===== src/rtl/gray_wptr_gen_if.sv =====
`default_nettype none
// ============================================================================
// Module      : gray_wptr_gen_if
// Description : Bundle between the async-FIFO write-side pointer generator and
//               its user. The slave modport is the pointer generator; the
//               master modport is whoever issues writes and owns the RAM.
//   wr_inc          master->slave  write request this cycle
//   rptr_gray_sync  master->slave  Gray read pointer, already in clk domain
//   waddr           slave->master  RAM write address
//   wptr_gray       slave->master  registered Gray write pointer (to CDC sync)
//   full            slave->master  registered full flag
//   wr_used         slave->master  registered fill level 0..2**ADDR_W
//   wr_accept       slave->master  wr_inc & ~full, qualifies RAM write enable
// Revision    : 1.0 - initial release
// ============================================================================
interface gray_wptr_gen_if #(
    parameter int ADDR_W = 4
);
    localparam int c_PW = ADDR_W + 1;

    logic              wr_inc;
    logic [c_PW-1:0]   rptr_gray_sync;
    logic [ADDR_W-1:0] waddr;
    logic [c_PW-1:0]   wptr_gray;
    logic              full;
    logic [c_PW-1:0]   wr_used;
    logic              wr_accept;

    modport master (
        output wr_inc,
        output rptr_gray_sync,
        input  waddr,
        input  wptr_gray,
        input  full,
        input  wr_used,
        input  wr_accept
    );

    modport slave (
        input  wr_inc,
        input  rptr_gray_sync,
        output waddr,
        output wptr_gray,
        output full,
        output wr_used,
        output wr_accept
    );
endinterface
`default_nettype wire


===== src/rtl/gray_wptr_gen.sv =====
`default_nettype none
// ============================================================================
// Module      : gray_wptr_gen
// Description : Write-side pointer generator for an asynchronous FIFO. Holds a
//               binary write pointer, a registered Gray copy for the read
//               clock domain, and registered full / fill-level outputs that
//               are computed against the already-synchronized Gray read
//               pointer.
//   clk  : write-domain clock, rising edge
//   rst  : synchronous active-high reset
//   bus  : gray_wptr_gen_if.slave (wr_inc, rptr_gray_sync in;
//          waddr, wptr_gray, full, wr_used, wr_accept out)
// Revision    : 1.0 - initial release
// ============================================================================
module gray_wptr_gen #(
    parameter int ADDR_W = 4
) (
    input  wire               clk,
    input  wire               rst,
    gray_wptr_gen_if.slave    bus
);
    localparam int            c_PW    = ADDR_W + 1;
    localparam logic [c_PW-1:0] c_DEPTH = {1'b1, {ADDR_W{1'b0}}};

    logic [c_PW-1:0] r_wbin_q,  w_wbin_d;
    logic [c_PW-1:0] r_wgray_q, w_wgray_d;
    logic            r_full_q,  w_full_d;
    logic [c_PW-1:0] r_used_q,  w_used_d;

    logic            w_accept;
    logic [c_PW-1:0] w_rbin;
    logic [c_PW-1:0] w_full_pat;

    // Gray read pointer with its two MSBs inverted: the value our Gray write
    // pointer takes when it is exactly one full lap ahead of the read pointer.
    generate
        if (ADDR_W >= 2) begin : g_full_pat_wide
            assign w_full_pat = {~bus.rptr_gray_sync[c_PW-1:c_PW-2],
                                  bus.rptr_gray_sync[c_PW-3:0]};
        end else begin : g_full_pat_narrow
            assign w_full_pat = ~bus.rptr_gray_sync;
        end
    endgenerate

    // Gray-to-binary: each binary bit is the XOR of all Gray bits at or above it.
    always_comb begin
        w_rbin = '0;
        for (int i = 0; i < c_PW; i++) begin
            w_rbin[i] = ^(bus.rptr_gray_sync >> i);
        end
    end

    always_comb begin
        w_accept  = bus.wr_inc & ~r_full_q;
        w_wbin_d  = r_wbin_q + {{ADDR_W{1'b0}}, w_accept};
        // Gray value is registered so the CDC path sees a single-bit change.
        w_wgray_d = w_wbin_d ^ (w_wbin_d >> 1);
        w_full_d  = (w_wgray_d == w_full_pat);
        w_used_d  = w_wbin_d - w_rbin;
    end

    always_ff @(posedge clk) begin
        if (rst) begin
            r_wbin_q  <= '0;
            r_wgray_q <= '0;
            r_full_q  <= 1'b0;
            r_used_q  <= '0;
        end else begin
            r_wbin_q  <= w_wbin_d;
            r_wgray_q <= w_wgray_d;
            r_full_q  <= w_full_d;
            r_used_q  <= w_used_d;
        end
    end

    assign bus.waddr     = r_wbin_q[ADDR_W-1:0];
    assign bus.wptr_gray = r_wgray_q;
    assign bus.full      = r_full_q;
    assign bus.wr_used   = r_used_q;
    assign bus.wr_accept = w_accept;

    // Invariants. The Gray check skips the edge right after reset, where the
    // pointer is cleared rather than incremented.
    a_gray_one_bit : assert property (@(posedge clk) disable iff (rst)
        !$past(rst) |-> ($countones(r_wgray_q ^ $past(r_wgray_q)) <= 1));
    a_full_matches_used : assert property (@(posedge clk) disable iff (rst)
        r_full_q == (r_used_q == c_DEPTH));
    a_used_in_range : assert property (@(posedge clk) disable iff (rst)
        r_used_q <= c_DEPTH);
endmodule
`default_nettype wire


===== src/flat_wrapper.sv =====
// flat-port wrapper written by rule: the top's interface ports become plain ports
module gray_wptr_gen_flat 
#(
    parameter int ADDR_W = 4
)
  (clk, rst, bus_wr_inc, bus_rptr_gray_sync, bus_waddr, bus_wptr_gray, bus_full, bus_wr_used, bus_wr_accept);
  gray_wptr_gen_if #(.ADDR_W(ADDR_W)) bus_i ();
  input  wire clk;
  input  wire rst;
  input wire logic [$bits(bus_i.wr_inc)-1:0] bus_wr_inc;
  input wire logic [$bits(bus_i.rptr_gray_sync)-1:0] bus_rptr_gray_sync;
  output wire logic [$bits(bus_i.waddr)-1:0] bus_waddr;
  output wire logic [$bits(bus_i.wptr_gray)-1:0] bus_wptr_gray;
  output wire logic [$bits(bus_i.full)-1:0] bus_full;
  output wire logic [$bits(bus_i.wr_used)-1:0] bus_wr_used;
  output wire logic [$bits(bus_i.wr_accept)-1:0] bus_wr_accept;
  assign bus_i.wr_inc = bus_wr_inc;
  assign bus_i.rptr_gray_sync = bus_rptr_gray_sync;
  assign bus_waddr = bus_i.waddr;
  assign bus_wptr_gray = bus_i.wptr_gray;
  assign bus_full = bus_i.full;
  assign bus_wr_used = bus_i.wr_used;
  assign bus_wr_accept = bus_i.wr_accept;
  gray_wptr_gen #(.ADDR_W(ADDR_W)) u_core (.clk(clk), .rst(rst), .bus(bus_i));
endmodule

===== config.mk =====
export PLATFORM = sky130hd
export DESIGN_NAME = gray_wptr_gen_flat
export DESIGN_NICKNAME = d
export VERILOG_FILES = /design/src/rtl/gray_wptr_gen_if.sv /design/src/rtl/gray_wptr_gen.sv /design/src/flat_wrapper.sv
export SDC_FILE = /design/constraint.sdc
export NUM_CORES = 1
export LEC_CHECK = 0
export CORE_MARGIN = 2
export CORE_UTILIZATION = 34
export CTS_CLUSTER_DIAMETER = 30
export CTS_CLUSTER_SIZE = 24
export DETAILED_ROUTE_END_ITERATION = 8
export GPL_TIMING_DRIVEN = 0
export PLACE_DENSITY = 0.6
export SYNTH_ARGS = -nofsm -noshare
export SYNTH_HDL_FRONTEND = slang
export SYNTH_SLANG_ARGS = --single-unit

===== constraint.sdc =====
create_clock -name clk -period 5.4 [get_ports clk]
set_input_delay 1.08 -clock clk [delete_from_list [all_inputs] [get_ports clk]]
set_output_delay 1.08 -clock clk [all_outputs]
set_load 0.005 [all_outputs]

==> metrics.md, run 1 <==
| Metric | Value |
|---|---|
| Run status | `finished clean` |
| Placed insts | `between 100 and 150` |
| Tmin final | `between 3 and 4 ns` |
| Crit Path Category | `input pin to flip-flop` |
| Nets | `119` |
| Kind of end point of the critical path | `flip-flop` |
| Port Buffers | `23` |
| Syn nets | `91` |
| Root buffer cell | `clkbuf_4` |
| Critical Path Start | `bus_rptr_gray_sync[3]` |
| TritonCTS buffer count | `3` |
| Top cells by count, synth | `dfxtp_1 (15), nor2_1 (12), xor2_1 (10), xnor2_1 (6)` |
| Setup Buffers After CTS | `0` |
| #FFs+latches synth | `15` |
| Worst Reg-to-Reg Cells | `10` |
| Vias in the first global route | `about 550` |
| Yosys top cell by area | `dfxtp_1` |
| Vias per cell | `between 4 and 5` |
| Synthesized area | `slightly below 800 um2` |
| Gr ovfl total | `0` |
| Share of cells above drive strength 1 | `under 10%` |
| Number of distinct library cells after synthesis | `27` |
| Die width | `between 50 and 60 um` |
| I/O pin total | `24` |
| Largest net degree at the start of global routing | `11` |
| Post-route ant nets | `0` |
| Mean Syn Cell Area | `10.07 um2` |
| Post_cts resized | `0` |
| Layout Cells excl Fill | `132` |
| RSZ-0062 raised after global routing | `no` |
| Worst endpoint data arrival time | `around 3.8 ns` |
| GR Util met3 | `2.011%` |
| TritonRoute pass-1 iters | `3` |
| Final setup viols | `0` |
| Type of origin of the critical path | `input pin` |
| Fraction of registers with async set/reset | `0%` |
| Ratio of final minimum period to clock period | `67.41%` |
| Slew HR | `63.01%` |
| Worst r2r dst | `u_core.bus.wr_used[3]` |
| Mapped Cells | `77` |
| Clk sinks | `15` |
| Worst EP required | `5.59 ns` |
| CTS clk-pin slew, worst paths | `0.09 ns` |
| Starting DRT DRC Count | `7` |
| Area grow syn2layout | `37.58%` |
| Power Density | `266.7 nW/um2` |
| H-tree Lvls | `1` |
| Flop2flop setup slack | `approximately 3.0 ns` |
| Post-DP HPWL | `1120 um` |
| Hold path startpoint | `u_core.bus.wptr_gray[4]` |
| Core Rows | `17` |
| Most common cell in the netlist | `dfxtp_1` |
| Crit path capture | `u_core.bus.wr_used[4]` |
| Max clock buf depth | `2` |
| Top-area cell type share of the netlist area | `38.71%` |
| Final TNS setup | `0 ns` |
| DR vias | `592` |
| Starting Density | `35.41%` |
| Placer Congestion | `roughly 0.7` |
| Max Slew Vio Count | `0` |
| Drt total wl | `1342 um` |
| Worst skew pair latency | `0.28 ns` |
| Pleak | `0.4295 nW` |
| GRT Total Usage | `11.85%` |
| Antenna violations before repair | `0` |
| Peak supply drop | `around 0.00012 V` |
| Top post-synthesis cells by area | `dfxtp_1 (39%), xor2_1 (11%), ha_1 (8.1%), xnor2_1 (6.8%), nor2_1 (5.8%)` |
| # diodes | `0` |
| Clock Skew | `between 0.01 and 0.015 ns` |
| Met2 Use GR | `17.52%` |
| CTS tree | `done` |
| Die Span Y | `51.77 um` |
| GR Util met1 | `between 15 and 20%` |
| EDFF count, synth | `0` |
| Register area share after synthesis | `approximately two fifths` |
| Hold Buf Count CTS | `0` |
| Final hold vios | `0` |
| Global-route wire length before repair | `2270 um` |
| Core ar. | `2191 um2` |
| Hold crit path type | `flip-flop to flip-flop` |
| WL/cell | `10.17 um` |
| Yosys warnings | `0` |
| Maxcap violations | `0` |
| Drc violations | `0` |
| Primary FF master, synth | `dfxtp_1` |
| Die area | `between 2000 and 3000 um2` |
| GR peak layer | `met2` |
| CP max FO | `5` |
| Highest clock rate | `274.7 MHz` |
| FF-to-FF Start | `u_core.bus.full` |
| Worst Tran Pin Value | `0.5529 ns` |
[area by class of cell]
cell class / instances / area, um2
Inverter: 5 / 18.77
Multi-Input combinational cell: 56 / 452.9
Sequential cell: 15 / 300.3
Buffer: 1 / 3.754
Clock buffer: 4 / 26.28
Timing Repair Buffer: 23 / 230.2
Fill cell: 210 / 1124
Tap cell: 28 / 35.03
[where the power goes]
group | internal (mW) | leakage, nW | total [mW] | switching, mW
clock network | 0.0286 | 0.0150 | 0.0621 | 0.0335
registers | 0.124 | 0.123 | 0.127 | 0.00371
logic | 0.0553 | 0.291 | 0.0952 | 0.0399
[how the worst min path moves through the flow]
stage	depth (start not counted)	endpoint	slack (ns)
floorplan	2	u_core.bus.wptr_gray[4]	0.59
global placement	2	u_core.bus.wptr_gray[4]	0.59
global route	2	u_core.bus.wptr_gray[4]	0.69
CTS	2	u_core.bus.wptr_gray[4]	0.62
detailed placement	2	u_core.bus.wptr_gray[4]	0.60
finish	2	u_core.bus.wptr_gray[4]	0.62
[flip-flops by register name (all words and copies together) (netlist names)]
register              cells
u_core.r_wbin_q           4
u_core.bus.wr_used        5
u_core.bus.wptr_gray      5
u_core.bus.full           1
[cells in the final DEF (no fill, tap or decap), drive strengths merged]
master,count
and2,2
o2111ai,1
ha,5
xor2,11
or3,1
dfxtp,15
nor2,12
nand3b,1
nand2b,1
xor3,1
nor2b,2
xnor2,6
or3b,1
nand3,3
a21oi,1
mux2,1
inv,5
clkbuf,5
maj3,1
clkdlybuf4s50,23
fa,1
o22ai,1
or4,1
a221oi,1
o21ai,1
o311ai,1
[kinds of logic after synthesis]
kind of cell	count (synthesis)	synth area share [%]
AOI/OAI and AO/OA	6	5.484
xor gates and xnor gates	18	23.23
adders and majority gates	7	11.94
buffers and inverters	6	2.903
DFF	15	38.71
muxes	1	1.935
and+or+nand+nor	24	15.81
[per-layer routing]
metal	share of wire [%]	vias to the layer above	wire length [um]
met5	0	-	0
met4	2.5	0	33
met3	4.2	4	57
met2	45	15	598
met1	49	261	652
li1	-	312	-
[critical path: stages]
cell and delay (ns):
clkdlybuf4s50_1 0.51, xor2_1 0.37, xnor2_1 0.21, xor2_1 0.28
xnor2_1 0.10, ha_1 0.21, fa_1 0.43, or4_1 0.54
o311ai_1 0.08
[per-stage QoR]
step	total power, mW	cell area, um2	setup slack [ns]	util [%]	hold slack [ns]
floorplan	0.1849	775.7	2.209	-	0.5881
global placement	0.2262	1041	1.468	47.52	0.5923
detailed placement	0.2272	1041	1.436	47.52	0.5983
CTS	0.2880	1067	1.719	48.72	0.6241
global route	0.3055	1067	1.547	48.72	0.6854
finish	0.2847	1067	1.760	48.72	0.6196
Note: power is estimated with default switching activity, not from simulation.
==> run 2, diff against run 1 <==
Clock period 5.4 ns to 3.6 ns, I/O delays scaled along.
==> results of run 2 <==
The final DEF is identical to that of run 1. Status: finished clean.
Main changes from that run: setup slack after placement 1.436 ns -> -0.003510 ns; setup slack after layout 1.760 ns -> 0.3201 ns; register-to-register setup slack 2.98 ns -> 1.18 ns; total power 0.2847 mW -> 0.4270 mW; worst IR drop on VDD 0.0001248 V -> 0.0001872 V
==> run 3, diff against run 2 <==
Settings changed: DONT_BUFFER_PORTS set to 1, PLACE_DENSITY 0.6 to 0.47.
==> metrics.md, run 3 (synthesis results as in run 1) <==
| Metric | Value |
|---|---|
| Most common cell after layout, fill and taps aside | `dfxtp_1` |
| Peak supply drop | `0.0002021 V` |
| Vias in the first global route | `526 (-4.2%)` |
| Root buffer cell | `clkbuf_4` |
| Core Rows | `17 (unchanged)` |
| TritonCTS buffer count | `3 (unchanged)` |
| Type of origin of the critical path | `input pin` |
| Drt total wl | `1455 um (+8.4%)` |
| Max clock buf depth | `2 (unchanged)` |
| Die Span Y | `51.77 um (unchanged)` |
| H-tree Lvls | `1 (unchanged)` |
| Worst EP required | `3.79 ns` |
| Post_cts resized | `0 (unchanged)` |
| Drc violations | `0 (unchanged)` |
| Starting DRT DRC Count | `3 (-4)` |
| Crit Path Category | `input pin to flip-flop` |
| Met2 Use GR | `21.37% (+3.8 points)` |
| Post-route ant nets | `0 (unchanged)` |
| Power Density | `around 460 nW/um2` |
| CTS clk-pin slew, worst paths | `0.09 ns (about the same)` |
| Setup Buffers After CTS | `0 (unchanged)` |
| Comb power frac | `24.8% (-8.6 points)` |
| Kind of end point of the critical path | `flip-flop` |
| Vias per cell | `4.908 (+9.4%)` |
| Layout Cells excl Fill | `109 (-17%)` |
| Max Slew Vio Count | `0 (unchanged)` |
| CP top delay family | `XOR/XNOR gates` |
| Maxcap violations | `0 (unchanged)` |
| Sw frac | `29.34%` |
| Final TNS setup | `0 ns (unchanged)` |
| Die area | `2680 um2 (unchanged)` |
| # diodes | `0 (unchanged)` |
| Critical-path top delay cell | `or4_1` |
| Largest stage delay on the critical path | `0.54 ns (about the same)` |
| Fillers | `228 (+8.6%)` |
| Global-route wire length before repair | `2373 um (+4.5%)` |
| Buf/Inv on CP | `0 (-1)` |
| Internal | `0.2739 mW` |
| Core ar. | `2191 um2 (unchanged)` |
| Slew HR | `59.73% (-3.3 points)` |
| GRT Total Usage | `12.88% (+1.0 points)` |
| CP max FO | `5 (unchanged)` |
| Clock share of power | `24.6% (+2.8 points)` |
| GR Util met1 | `13.93% (-1.2 points)` |
| Area grow syn2layout | `7.903%` |
| CTS tree | `done` |
| Hold Buf Count CTS | `0 (unchanged)` |
| Ratio of final minimum period to clock period | `roughly three quarters` |
| Post-DP HPWL | `1193 um (+6.5%)` |
| Share of cells above drive strength 1 | `7.407% (+1.6 points)` |
| Worst skew pair latency | `0.28 ns (about the same)` |
| I/O pin total | `24 (unchanged)` |
| CP cell instances | `xor2_1, xnor2_1, xor2_1, xnor2_1, ha_1, fa_1, or4_1, o311ai_1` |
| Largest net degree at the start of global routing | `11 (unchanged)` |
| Placed insts | `105 (-18%)` |
| Starting Density | `35.41% (unchanged)` |
| Flop pwr share | `50.6% (+5.8 points)` |
| Antenna violations before repair | `0 (unchanged)` |
| Gr ovfl total | `0 (unchanged)` |
| Final hold vios | `0 (unchanged)` |
| GR Util met3 | `4.598% (+2.6 points)` |
| Final setup viols | `0 (unchanged)` |
| Pleak | `0.3454 nW (-20%)` |
| Port Buffers | `0 (-100%)` |
| WL/cell | `13.35 um (+31%)` |
| RSZ-0062 raised after global routing | `no` |
| Commonest non-fill, non-tap cells in the layout | `dfxtp_1 (15), nor2_1 (12), xor2_1 (10)` |
| Tmin final | `about 2.8 ns` |
| P_sw | `0.1138 mW` |
| Worst endpoint data arrival time | `2.95 ns` |
| Clk sinks | `15 (unchanged)` |
| TritonRoute pass-1 iters | `4 (+1)` |
| Placer Congestion | `0.6835 (-4.9%)` |
| Clock Skew | `0.003346 ns (-0.007538 ns)` |
| DR vias | `535 (-9.6%)` |
| Highest clock rate | `361.6 MHz` |
| GR peak layer | `met2` |
| Die width | `51.77 um (unchanged)` |
| Worst Tran Pin Value | `0.6021 ns (+0.04917 ns)` |
| Nets | `96 (-19%)` |
| Run status | `finished clean` |
| Hold crit path type | `input pin to flip-flop` |
run 3: worst reg2reg max path: cells and delay by family, from the launching register on:
| kind | cells | cell delay, ns |
|---|---|---|
| flip-flops | 1 | 0.33 |
| AO/OA/AOI/OAI | 3 | 0.44 |
| XOR/XNOR | 2 | 0.66 |
| AND/OR/NAND/NOR | 2 | 0.23 |
| adder cells (fa/ha/maj) | 3 | 0.78 |
run 3: final cells by class:
cell class                 instances  area, um2  share of cell area, %
buffer                             1      3.754                 0.4484
tap                               28      35.03                  4.185
inverter                           5      18.77                  2.242
sequential                        15      300.3                  35.87
multi-input combinational         56      452.9                  54.11
clock buffer                       4      26.28                  3.139
run 3: layer usage:
| metal | vias to the layer above | wire length [um] |
|---|---|---|
| met5 | - | 0 |
| met3 | 4 | 83 |
| met2 | 14 | 726 |
| li1 | 262 | - |
| met4 | 0 | 33 |
| met1 | 255 | 612 |
run 3: power groups by stage:
stage,registers [mW],logic [mW],clock network [mW]
2_1_floorplan,0.198,0.0791,0
3_3_place_gp,0.200,0.0936,0
3_5_place_dp,0.201,0.0981,0
4_1_cts,0.197,0.0986,0.0995
5_1_grt,0.198,0.112,0.109
6_report,0.196,0.0960,0.0954
run 3: final timing paths:
| kind | end | slack [ns] | start | cells after the start |
|---|---|---|---|---|
| min reg2reg | u_core.bus.wptr_gray[4] | 0.65 | u_core.bus.wptr_gray[4] | 2 |
| max | u_core.bus.wr_used[4] | 0.83 | bus_rptr_gray_sync[3] | 8 |
| max reg2reg | u_core.bus.wr_used[3] | 1.04 | u_core.bus.full | 10 |
| min | u_core.bus.wptr_gray[0] | 0.50 | rst | 1 |
run 3: stage by stage:
| step | hold slack, ns | util, % | area [um2] | total power [mW] | worst slack [ns] |
|---|---|---|---|---|---|
| after CTS | 0.4878 | 38.21 | 837.1 | 0.3952 | 0.8102 |
| after global placement | 0.6291 | 37.01 | 810.8 | 0.2938 | 0.5573 |
| after floorplan | 0.5881 | - | 775.7 | 0.2773 | 0.7687 |
| after detailed placement | 0.6467 | 37.01 | 810.8 | 0.2992 | 0.5272 |
| final | 0.4966 | 38.21 | 837.1 | 0.3877 | 0.8342 |
| after global routing | 0.4700 | 38.21 | 837.1 | 0.4192 | 0.6239 |
